File: src/rtl/onn_phase_ctrl.sv
// Trigger sequencer for the ONN phase-register bank: re -> drop -> periodic state checks,
// ending in convergence (a run of quiet checks) or timeout. All outputs are registered.
module onn_phase_ctrl #(
  parameter int N_NEURONS     = 15,
  parameter int CHECK_PERIOD  = 16,
  parameter int SAMPLE_DLY    = 2,
  parameter int STABLE_CHECKS = 2,
  parameter int MAX_ITER      = 255,
  parameter int ITER_W        = 8
) (
  input  logic                 clk,
  input  logic                 rst_n,
  input  logic                 start,
  input  logic                 abort,
  input  logic [N_NEURONS-1:0] state_changed,
  output logic                 re,
  output logic                 drop,
  output logic                 state_cheak,
  output logic                 busy,
  output logic                 done,
  output logic                 converged,
  output logic                 timeout,
  output logic [ITER_W-1:0]    iter_count
);

  typedef enum logic [2:0] {IDLE, RE_HI, GAP, DROP_HI, SETTLE, CHK_HI, SAMPLE, DONE} state_t;

  localparam int CNT_MAX = (CHECK_PERIOD > SAMPLE_DLY) ? CHECK_PERIOD : SAMPLE_DLY;
  localparam int CNT_W   = $clog2(CNT_MAX + 1);
  localparam int STB_W   = $clog2(STABLE_CHECKS + 1);
  localparam logic [CNT_W-1:0]  SETTLE_LAST = CNT_W'(CHECK_PERIOD - 1);
  // CHK_HI is the first of the SAMPLE_DLY cycles, so SAMPLE itself lasts SAMPLE_DLY-1
  localparam logic [CNT_W-1:0]  SAMPLE_LAST = CNT_W'(SAMPLE_DLY - 2);
  localparam logic [STB_W-1:0]  STB_DONE    = STB_W'(STABLE_CHECKS);
  localparam logic [ITER_W-1:0] ITER_DONE   = ITER_W'(MAX_ITER);

  state_t            state, state_nxt;
  logic [CNT_W-1:0]  cnt;
  logic [STB_W-1:0]  stable_cnt, stable_nxt, stable_inc;
  logic [ITER_W-1:0] iter_nxt, iter_inc;
  logic              done_nxt, conv_nxt, tmo_nxt;

  always_comb begin
    state_nxt  = state;
    stable_nxt = stable_cnt;
    iter_nxt   = iter_count;
    done_nxt   = done;
    conv_nxt   = converged;
    tmo_nxt    = timeout;
    iter_inc   = (iter_count == '1) ? iter_count : iter_count + 1'b1;
    stable_inc = (|state_changed) ? '0 : stable_cnt + 1'b1;

    case (state)
      IDLE: begin
        if (start) begin
          state_nxt  = RE_HI;
          stable_nxt = '0;
          iter_nxt   = '0;
          done_nxt   = 1'b0;
          conv_nxt   = 1'b0;
          tmo_nxt    = 1'b0;
        end
      end
      RE_HI:   state_nxt = GAP;
      GAP:     state_nxt = DROP_HI;
      DROP_HI: state_nxt = SETTLE;
      SETTLE:  if (cnt == SETTLE_LAST) state_nxt = CHK_HI;
      CHK_HI:  state_nxt = SAMPLE;
      SAMPLE: begin
        if (cnt == SAMPLE_LAST) begin
          iter_nxt   = iter_inc;
          stable_nxt = stable_inc;
          // convergence wins when it coincides with the iteration limit
          if (stable_inc == STB_DONE) begin
            state_nxt = DONE;
            done_nxt  = 1'b1;
            conv_nxt  = 1'b1;
          end else if (iter_inc == ITER_DONE) begin
            state_nxt = DONE;
            done_nxt  = 1'b1;
            tmo_nxt   = 1'b1;
          end else begin
            state_nxt = SETTLE;
          end
        end
      end
      DONE:    state_nxt = IDLE;
      default: state_nxt = IDLE;
    endcase

    if (abort && (state != IDLE)) begin
      state_nxt  = IDLE;
      stable_nxt = stable_cnt;
      iter_nxt   = iter_count;
      done_nxt   = 1'b0;
      conv_nxt   = 1'b0;
      tmo_nxt    = 1'b0;
    end
  end

  always_ff @(posedge clk or negedge rst_n) begin
    if (!rst_n) begin
      state       <= IDLE;
      cnt         <= '0;
      stable_cnt  <= '0;
      iter_count  <= '0;
      re          <= 1'b0;
      drop        <= 1'b0;
      state_cheak <= 1'b0;
      busy        <= 1'b0;
      done        <= 1'b0;
      converged   <= 1'b0;
      timeout     <= 1'b0;
    end else begin
      state      <= state_nxt;
      stable_cnt <= stable_nxt;
      iter_count <= iter_nxt;
      done       <= done_nxt;
      converged  <= conv_nxt;
      timeout    <= tmo_nxt;
      if ((state_nxt == state) && ((state == SETTLE) || (state == SAMPLE)))
        cnt <= cnt + 1'b1;
      else
        cnt <= '0;
      // outputs decoded from the next state so each trigger is a clean registered level
      re          <= (state_nxt == RE_HI);
      drop        <= (state_nxt == DROP_HI);
      state_cheak <= (state_nxt == CHK_HI);
      busy        <= (state_nxt != IDLE) && (state_nxt != DONE);
    end
  end

endmodule

File: config.mk
export PLATFORM = sky130hd
export DESIGN_NAME = onn_phase_ctrl
export DESIGN_NICKNAME = d
export VERILOG_FILES = /design/src/rtl/onn_phase_ctrl.sv
export SDC_FILE = /design/constraint.sdc
export NUM_CORES = 1
export LEC_CHECK = 0
export CAP_MARGIN = 40
export CORE_ASPECT_RATIO = 0.6
export CORE_MARGIN = 10
export CORE_UTILIZATION = 47
export CTS_BUF_LIST = sky130_fd_sc_hd__clkbuf_2
export DETAILED_ROUTE_END_ITERATION = 6
export HOLD_SLACK_MARGIN = 0.15
export PLACE_DENSITY = 0.87
export SYNTH_ARGS = -nofsm -noshare
export SYNTH_HDL_FRONTEND = slang
export SYNTH_SLANG_ARGS = --single-unit
File: constraint.sdc
create_clock -name clk -period 2 [get_ports clk]
set_input_delay 0.4 -clock clk [delete_from_list [all_inputs] [get_ports clk]]
set_output_delay 0.4 -clock clk [all_outputs]
set_load 0.01 [all_outputs]
==> metrics.md, run 1 <==
| Metric | Value |
|---|---|
| Slew headroom | `73.71%` |
| Total CTS buffers | `3` |
| Crit Path Category | `reg2reg` |
| Final WS setup | `-0.2374 ns` |
| Cell internal pwr | `926.0 uW` |
| Routed Antenna Nets | `0` |
| Hold WC Path Type | `in2async` |
| Pre-antenna DRT Iters | `5` |
| Top_reg_cell synth | `dfrtp_1` |
| Main combinational cell family by area after synthesis | `simple AND/OR/NAND/NOR gates` |
| Vias post-DR | `1736` |
| Net switching fraction of the power | `40.02%` |
| Largest net degree at the start of global routing | `26` |
| Die Area | `0.005984 mm^2` |
| Critical Path End Type | `flip-flop` |
| Final Slew Violations | `0` |
| Dpl cell area | `0.002069 mm^2` |
| Post-synthesis register bit count | `25` |
| Post-synthesis sequential area ratio | `41.15%` |
| CTS root buf | `clkbuf_2` |
| Fill count | `160` |
| NetSw | `617.8 uW` |
| VDD IR max | `0.4356 mV` |
| Comb pwr share | `46.4%` |
| Final-report hold violation count | `0` |
| Multi-input logic area | `987.2 um^2` |
| Post-synthesis simple-gate area fraction | `26.91%` |
| Synthesized netlist cell count | `159` |
| Least-Margin Pin Slew | `0.3926 ns` |
| Setup crit start kind | `flip-flop` |
| Asr flop ratio synth | `100.0%` |
| IO Count | `34` |
| RSZ-0062 raised after global routing | `true` |
| Complex-gate fraction of the synthesized area | `20.08%` |
| Setup-failing EPs final | `21` |
| Final nets | `255` |
| Register-to-register setup slack | `-0.24 ns` |
| Core area | `0.002984 mm^2` |
| GRT overflow | `0` |
| Vias in the first global route | `1674` |
| Max-Cap Viols | `0` |
| Total track usage | `16.71%` |
| Leakage power | `0.001072 uW` |
| Die Ht | `64.06 um` |
| Wire length per cell | `20.98 um` |
| Fin Clk Skew | `0.007237 ns` |
| Worst path required time | `2.33 ns` |
| Detailed router's first-iteration violation count | `232` |
| RePlAce Congestion | `0.9478` |
| Hpwl dp | `3287 um` |
| Crit Path Max Fanout | `7` |
| Port bufs | `33` |
| DRC viols | `0` |
| Count of cell types in the netlist | `50` |
| Mux share of post-synthesis cell area | `1.399%` |
| Post-synth EDFFs | `0` |
| Site Rows | `15` |
| Worst-skew pair later-pin latency | `0.40 ns` |
| Register area | `629.4 um^2` |
| Adder-Cell Fraction of Synth Area | `3.292%` |
| TritonCTS Sinks | `25` |
| Synth warn | `0` |
| Fin cells | `273` |
| Drt total wl | `5728 um` |
| Dpl ws | `-0.2592 ns` |
| H-Tree Depth | `1` |
| Final Core Density | `80.17%` |
| P&R area growth vs syn | `57.37%` |
| First-pass GRT wire length | `8259 um` |
| CP Data Arrival Time | `2.57 ns` |
| CTS tree | `done` |
| Die Wd | `93.42 um` |
| # diodes | `0` |
| DP Cell Count | `252` |
| Clk slew on worst S/H paths | `0.25 ns` |
| Outcome | `finished with violations` |
| Power per cell area | `645.3 mW/mm^2` |
| Share of layout cells above drive strength 1 | `35.50%` |
| Cell area after layout | `0.002392 mm^2` |
| CTS Hold Bufs | `0` |
| Synthesized area | `0.001520 mm^2` |
| Peak Freq | `446.9 MHz` |
| Fin crit period | `2.237 ns` |
| Hold slack | `0.3192 ns` |
| Failing checks | `setup timing` |
| Initial antenna violation count | `0` |
| Syn Area/Cell | `9.561 um^2` |
| Clock tree buffer depth | `2` |
| Final Cycle Share | `111.9%` |
| Syn_nets | `182` |
| Post-Synth XOR/XNOR Area | `2.798%` |
| Clock share of power | `14.4%` |
| Reg power frac | `39.3%` |
| Initial Util | `50.94%` |
| DR vias/cell | `6.359` |
-- cell usage after synthesis, drive strengths merged, types with 4 or more instances --
cell type / instances / area [um^2]
dfrtp: 25 / 625.6
a21oi: 16 / 83.83
nand2: 11 / 41.29
nor2: 11 / 41.29
nor3: 10 / 55.05
o21ai: 8 / 40.03
buf: 6 / 36.28
inv: 6 / 22.52
nand3: 6 / 35.03
nor4b: 5 / 71.32
ha: 4 / 50.05
nor4: 4 / 25.02
o211ai: 4 / 35.03
-- worst max-delay path, cell delays in order, from the launching register on --
cell and delay (ns):
dfrtp_1 0.50, inv_2 0.09, ha_2 0.19, or4b_4 0.54, o41a_4 0.56, nor4b_4 0.29
-- power groups by stage --
stage | Combinational (uW) | Clock [uW] | Sequential [uW]
2_1_floorplan | 333 | 0 | 598
3_3_place_gp | 523 | 0 | 611
3_5_place_dp | 549 | 0 | 613
4_1_cts | 575 | 210 | 602
5_1_grt | 757 | 238 | 610
6_report | 716 | 222 | 606
-- metal layers --
| layer | part of all wire (%) | GRT usage [%] | up-vias | wire [um] |
|---|---|---|---|---|
| li1 | - | - | 738 | - |
| met1 | 42 | 21.32 | 834 | 2383 |
| met2 | 44 | 26.30 | 142 | 2537 |
| met3 | 9.8 | 3.846 | 22 | 563 |
| met4 | 4.2 | 7.471 | 0 | 243 |
| met5 | 0 | 0 | - | 0 |
-- area by class of cell --
cell class                      instances  share of cell area [%]
Multi-Input combinational cell        120                   41.27
Timing Repair Buffer                   76                   28.45
Sequential cell                        25                   26.31
Tap cell                               42                   2.197
Inverter                                6                  0.9414
Clock buffer                            3                  0.6276
Clock inverter                          1                  0.2092
-- kinds of logic (layout without fill, tap and decap cells) --
kind of cell | after synthesis | count (layout)
simple gates | 66 | 66
mux | 2 | 2
fa+ha+maj | 4 | 4
buf+inv | 14 | 86
compound gates | 44 | 44
xor+xnor | 4 | 4
flops | 25 | 25
-- path summary, 6_finish.rpt --
kind / start / end / cells after the start
hold reg to reg: state[0] / state[0] / 1
setup reg to reg: cnt[0] / cnt[0] / 5
min in group clk: state[0] / state[0] / 1
hold / removal: rst_n / iter_count[2] / 2
setup / recovery: cnt[0] / cnt[0] / 5
max in group asynchronous: rst_n / iter_count[4] / 2
-- flip-flops by register name (all words and copies together), names as in the netlist --
name	flops
state_cheak	1
done	1
iter_count	8
busy	1
cnt	5
converged	1
re	1
stable_cnt	2
drop	1
timeout	1
state	3
-- layout by cell type, fill, tap and decap left out, types with 2 or more instances in the layout --
| master | count |
|---|---|
| buf_4 | 38 |
| clkdlybuf4s50_1 | 28 |
| dfrtp_1 | 22 |
| a21oi_1 | 11 |
| nand2_1 | 10 |
| nor3_1 | 8 |
| nor2_1 | 8 |
| inv_1 | 5 |
| nand3_1 | 5 |
| o21ai_0 | 5 |
| buf_6 | 5 |
| nor4_1 | 4 |
| a21oi_2 | 4 |
| dlymetal6s2s_1 | 4 |
| and4_1 | 3 |
| o21ai_1 | 3 |
| o211ai_1 | 3 |
| a41oi_1 | 3 |
| nor4b_4 | 3 |
| clkbuf_2 | 3 |
| dfrtp_2 | 3 |
| and3_1 | 2 |
| nand4_1 | 2 |
| nor2_2 | 2 |
| and2_1 | 2 |
| o31ai_4 | 2 |
| xnor2_1 | 2 |
| nor3_4 | 2 |
| nand2b_1 | 2 |
| ha_1 | 2 |
-- stage by stage --
stage	power (uW)	setup TNS, ns
finish	1544	-2.798
global route	1605	-4.002
floorplan	931.3	0
global placement	1134	-0.6888
CTS	1387	-0.4787
detailed placement	1162	-1.391
-- timing repair --
| action | 4_1_cts | 5_1_grt |
|---|---|---|
| hold endpoints to repair | 0 | 0 |
| cloned | 0 | 1 |
| resized for setup | 8 | 32 |
| setup endpoints to repair | 17 | 25 |
| pin swaps | 5 | 13 |
| buffers inserted | 12 | 5 |
(Power assumes the default switching activity.)
==> run 2: changes to the inputs <==
- ABC_AREA: default -> 1
==> metrics.md, run 2 <==
| Metric | Value |
|---|---|
| Fin cells | `297 (was 273)` |
| Post-synthesis register bit count | `25 (unchanged)` |
| Clk slew on worst S/H paths | `0.22 ns (was 0.25 ns)` |
| Peak Freq | `490.6 MHz (was 446.9 MHz)` |
| Largest register FFs | `8 (unchanged)` |
| Most frequent cells in the layout | `39 x nand2_1, 33 x clkdlybuf4s50_1, 28 x inv_1 (was 38 x buf_4, 28 x clkdlybuf4s50_1, 22 x dfrtp_1)` |
| Fin crit period | `2.038 ns (was 2.237 ns)` |
| Crit Path Max Fanout | `7 (unchanged)` |
| Top post-synthesis cells by area | `dfrtp_1 41%, nand2_1 12%, inv_1 7.2% (was dfrtp_1 41%, a21oi_1 4.9%, ha_1 3.3%)` |
| GRT overflow | `0 (unchanged)` |
| Initial antenna violation count | `0 (unchanged)` |
| DRC viols | `0 (unchanged)` |
| Setup-failing EPs final | `4 (was 21)` |
| RSZ-0062 raised after global routing | `true (unchanged)` |
| IO Count | `34 (unchanged)` |
| Final Cycle Share | `101.9% (was 111.9%)` |
| Pre-antenna DRT Iters | `4 (was 5)` |
| Most frequent cell after synthesis | `nand2_1 (was dfrtp_1)` |
| Initial Util | `50.89% (was 50.94%)` |
| Syn Area/Cell | `7.470 um^2 (was 9.561 um^2)` |
| DP Cell Count | `286 (was 252)` |
| Routed Antenna Nets | `0 (unchanged)` |
| Share of layout cells above drive strength 1 | `26.27% (was 35.50%)` |
| # diodes | `0 (unchanged)` |
| Post-synth EDFFs | `0 (unchanged)` |
| Die Wd | `93.15 um (was 93.42 um)` |
| Total track usage | `12.20% (was 16.71%)` |
| P&R area growth vs syn | `41.63% (was 57.37%)` |
| Total CTS buffers | `3 (unchanged)` |
| Clock tree buffer depth | `2 (unchanged)` |
| Slew headroom | `77.28% (was 73.71%)` |
| Crit Path Category | `reg2reg (unchanged)` |
| Final-report hold violation count | `0 (unchanged)` |
| Final nets | `279 (was 255)` |
| Drt total wl | `4177 um (was 5728 um)` |
| Critical Path End Type | `flip-flop (unchanged)` |
| Outcome | `finished with violations (unchanged)` |
| Hold WC Path Type | `in2async (unchanged)` |
| Largest reg by FF count | `iter_count (unchanged)` |
| Asr flop ratio synth | `100.0% (unchanged)` |
| Wire length per cell | `14.06 um (was 20.98 um)` |
| Synth warn | `0 (unchanged)` |
| Syn_nets | `225 (was 182)` |
| Top_reg_cell synth | `dfrtp_1 (unchanged)` |
| Vias in the first global route | `1297 (was 1674)` |
| Failing checks | `setup timing (unchanged)` |
| Port bufs | `33 (unchanged)` |
| Final WS setup | `-0.03823 ns (was -0.2374 ns)` |
| Leakage power | `0.0009441 uW (was 0.001072 uW)` |
| Die Area | `0.005951 mm^2 (was 0.005984 mm^2)` |
| TritonCTS Sinks | `25 (unchanged)` |
| Max-Cap Viols | `0 (unchanged)` |
| H-Tree Depth | `1 (unchanged)` |
| Largest regs | `iter_count x8, cnt x5, state x3 (unchanged)` |
| Final Slew Violations | `0 (unchanged)` |
| Worst-skew pair later-pin latency | `0.35 ns (was 0.40 ns)` |
| Most common cell after layout, fill and taps aside | `nand2_1 (was buf_4)` |
| Vias post-DR | `1509 (was 1736)` |
| DR vias/cell | `5.081 (was 6.359)` |
| Least-Margin Pin Slew | `0.3372 ns (was 0.3926 ns)` |
| Die Ht | `63.89 um (was 64.06 um)` |
| Worst r2r src | `iter_count[1] (was cnt[0])` |
| Worst path required time | `2.30 ns (was 2.33 ns)` |
| CP Data Arrival Time | `2.34 ns (was 2.57 ns)` |
| Setup tns final | `-0.09034 ns (was -2.798 ns)` |
| First-pass GRT wire length | `6037 um (was 8259 um)` |
| Core area | `0.002965 mm^2 (was 0.002984 mm^2)` |
| Site Rows | `15 (unchanged)` |
| Setup crit start | `iter_count[1] (was cnt[0])` |
| Detailed router's first-iteration violation count | `198 (was 232)` |
| Power per cell area | `677.1 mW/mm^2 (was 645.3 mW/mm^2)` |
| Commonest cells post-synth | `47 x nand2_1, 29 x inv_1, 26 x nor2_1 (was 25 x dfrtp_1, 15 x a21oi_1, 11 x nand2_1, 11 x nor2_1, 9 x nor3_1)` |
| RePlAce Congestion | `0.8916 (was 0.9478)` |
| Post-synth top area share | `41.46% (was 41.15%)` |
| CTS root buf | `clkbuf_2 (unchanged)` |
| Post-synthesis sequential area ratio | `41.46% (was 41.15%)` |
| Hold slack | `0.3772 ns (was 0.3192 ns)` |
| Synthesized area | `0.001509 mm^2 (was 0.001520 mm^2)` |
| Area leader, netlist | `dfrtp_1 (unchanged)` |
| VDD IR max | `0.3708 mV (was 0.4356 mV)` |
| CTS tree | `done (unchanged)` |
| Setup crit start kind | `flip-flop (unchanged)` |
| Count of cell types in the netlist | `28 (was 50)` |
| Largest net degree at the start of global routing | `26 (unchanged)` |
| Hpwl dp | `2980 um (was 3287 um)` |
| Synthesized netlist cell count | `202 (was 159)` |
| Fin Clk Skew | `0.01105 ns (was 0.007237 ns)` |
[run 2: cell count changes after synthesis, sizes merged, moves of 6 or more]
cell / change
nand2: +42
inv: +29
nor2: +18
a21oi: -10
nand3: +6
nand4: +6
[run 2: final timing paths]
kind / to / depth (start not counted) / slack, ns
setup / recovery: cnt[4] / 14 / -0.04
min in group clk: done / 2 / 0.54
setup reg to reg: cnt[4] / 14 / -0.04
hold reg to reg: done / 2 / 0.54
max in group asynchronous: iter_count[2] / 2 / 1.37
hold / removal: iter_count[3] / 2 / 0.38
[run 2: logic make-up (layout without fill, tap and decap cells)]
group | count (synthesis) | after routing | share of synthesized area [%]
and+or+nand+nor | 112 | 112 | 35.90
adders and majority gates | 4 | 4 | 3.317
buffers and inverters | 36 | 89 | 9.037
AOI/OAI and AO/OA | 21 | 21 | 7.960
xor gates and xnor gates | 4 | 4 | 2.322
DFF | 25 | 25 | 41.46
[run 2: where the power goes]
part	internal (uW)	switching [uW]
sequential	557	36.0
clock	45.3	145
combinational	259	405
[run 2: per-stage QoR]
step           util [%]  setup WS [ns]  total power [uW]  area (um^2)
2_1_floorplan         -         0.1847             944.1         1509
3_3_place_gp      66.16        -0.1042              1167         1962
3_5_place_dp      66.16        -0.1919              1190         1962
4_1_cts           66.84        0.02976              1375         1982
5_1_grt           72.07        -0.1554              1523         2137
6_report          72.07       -0.03823              1447         2137
[run 2: worst max-delay path, stage by stage (launching register included)]
cell and delay (ns):
dfrtp_1 0.48, ha_4 0.19, nand3_2 0.09, inv_2 0.06
nand2_4 0.12, nand2_2 0.08, nand2_2 0.08, nand2_2 0.07
nor2_2 0.11, nand2_1 0.07, nand4_1 0.09, nand2_2 0.08
a21oi_2 0.19, nand3_4 0.14, nor2_2 0.14
[run 2: cell type report]
type | instances | area, um^2
multi-input cells | 141 | 839.6
fillers | 232 | 828.3
well taps | 42 | 52.55
clock inverters | 1 | 5.005
repair buffers | 50 | 461.7
flip-flops and latches | 25 | 631.9
inverters | 35 | 131.4
clock buffers | 3 | 15.01
[run 2: layer usage]
metal	GRT usage [%]	share of wire [%]	vias up
li1	-	-	748
met1	17.10	45	683
met2	16.81	43	72
met3	5.711	11	6
met4	1.724	1.0	0
met5	0	0	-
[run 2: repair_timing]
action	4_1_cts	5_1_grt
setup endpoints to repair	0	10
setup buffers	0	7
gates resized for setup	0	33
hold buffers	0	0
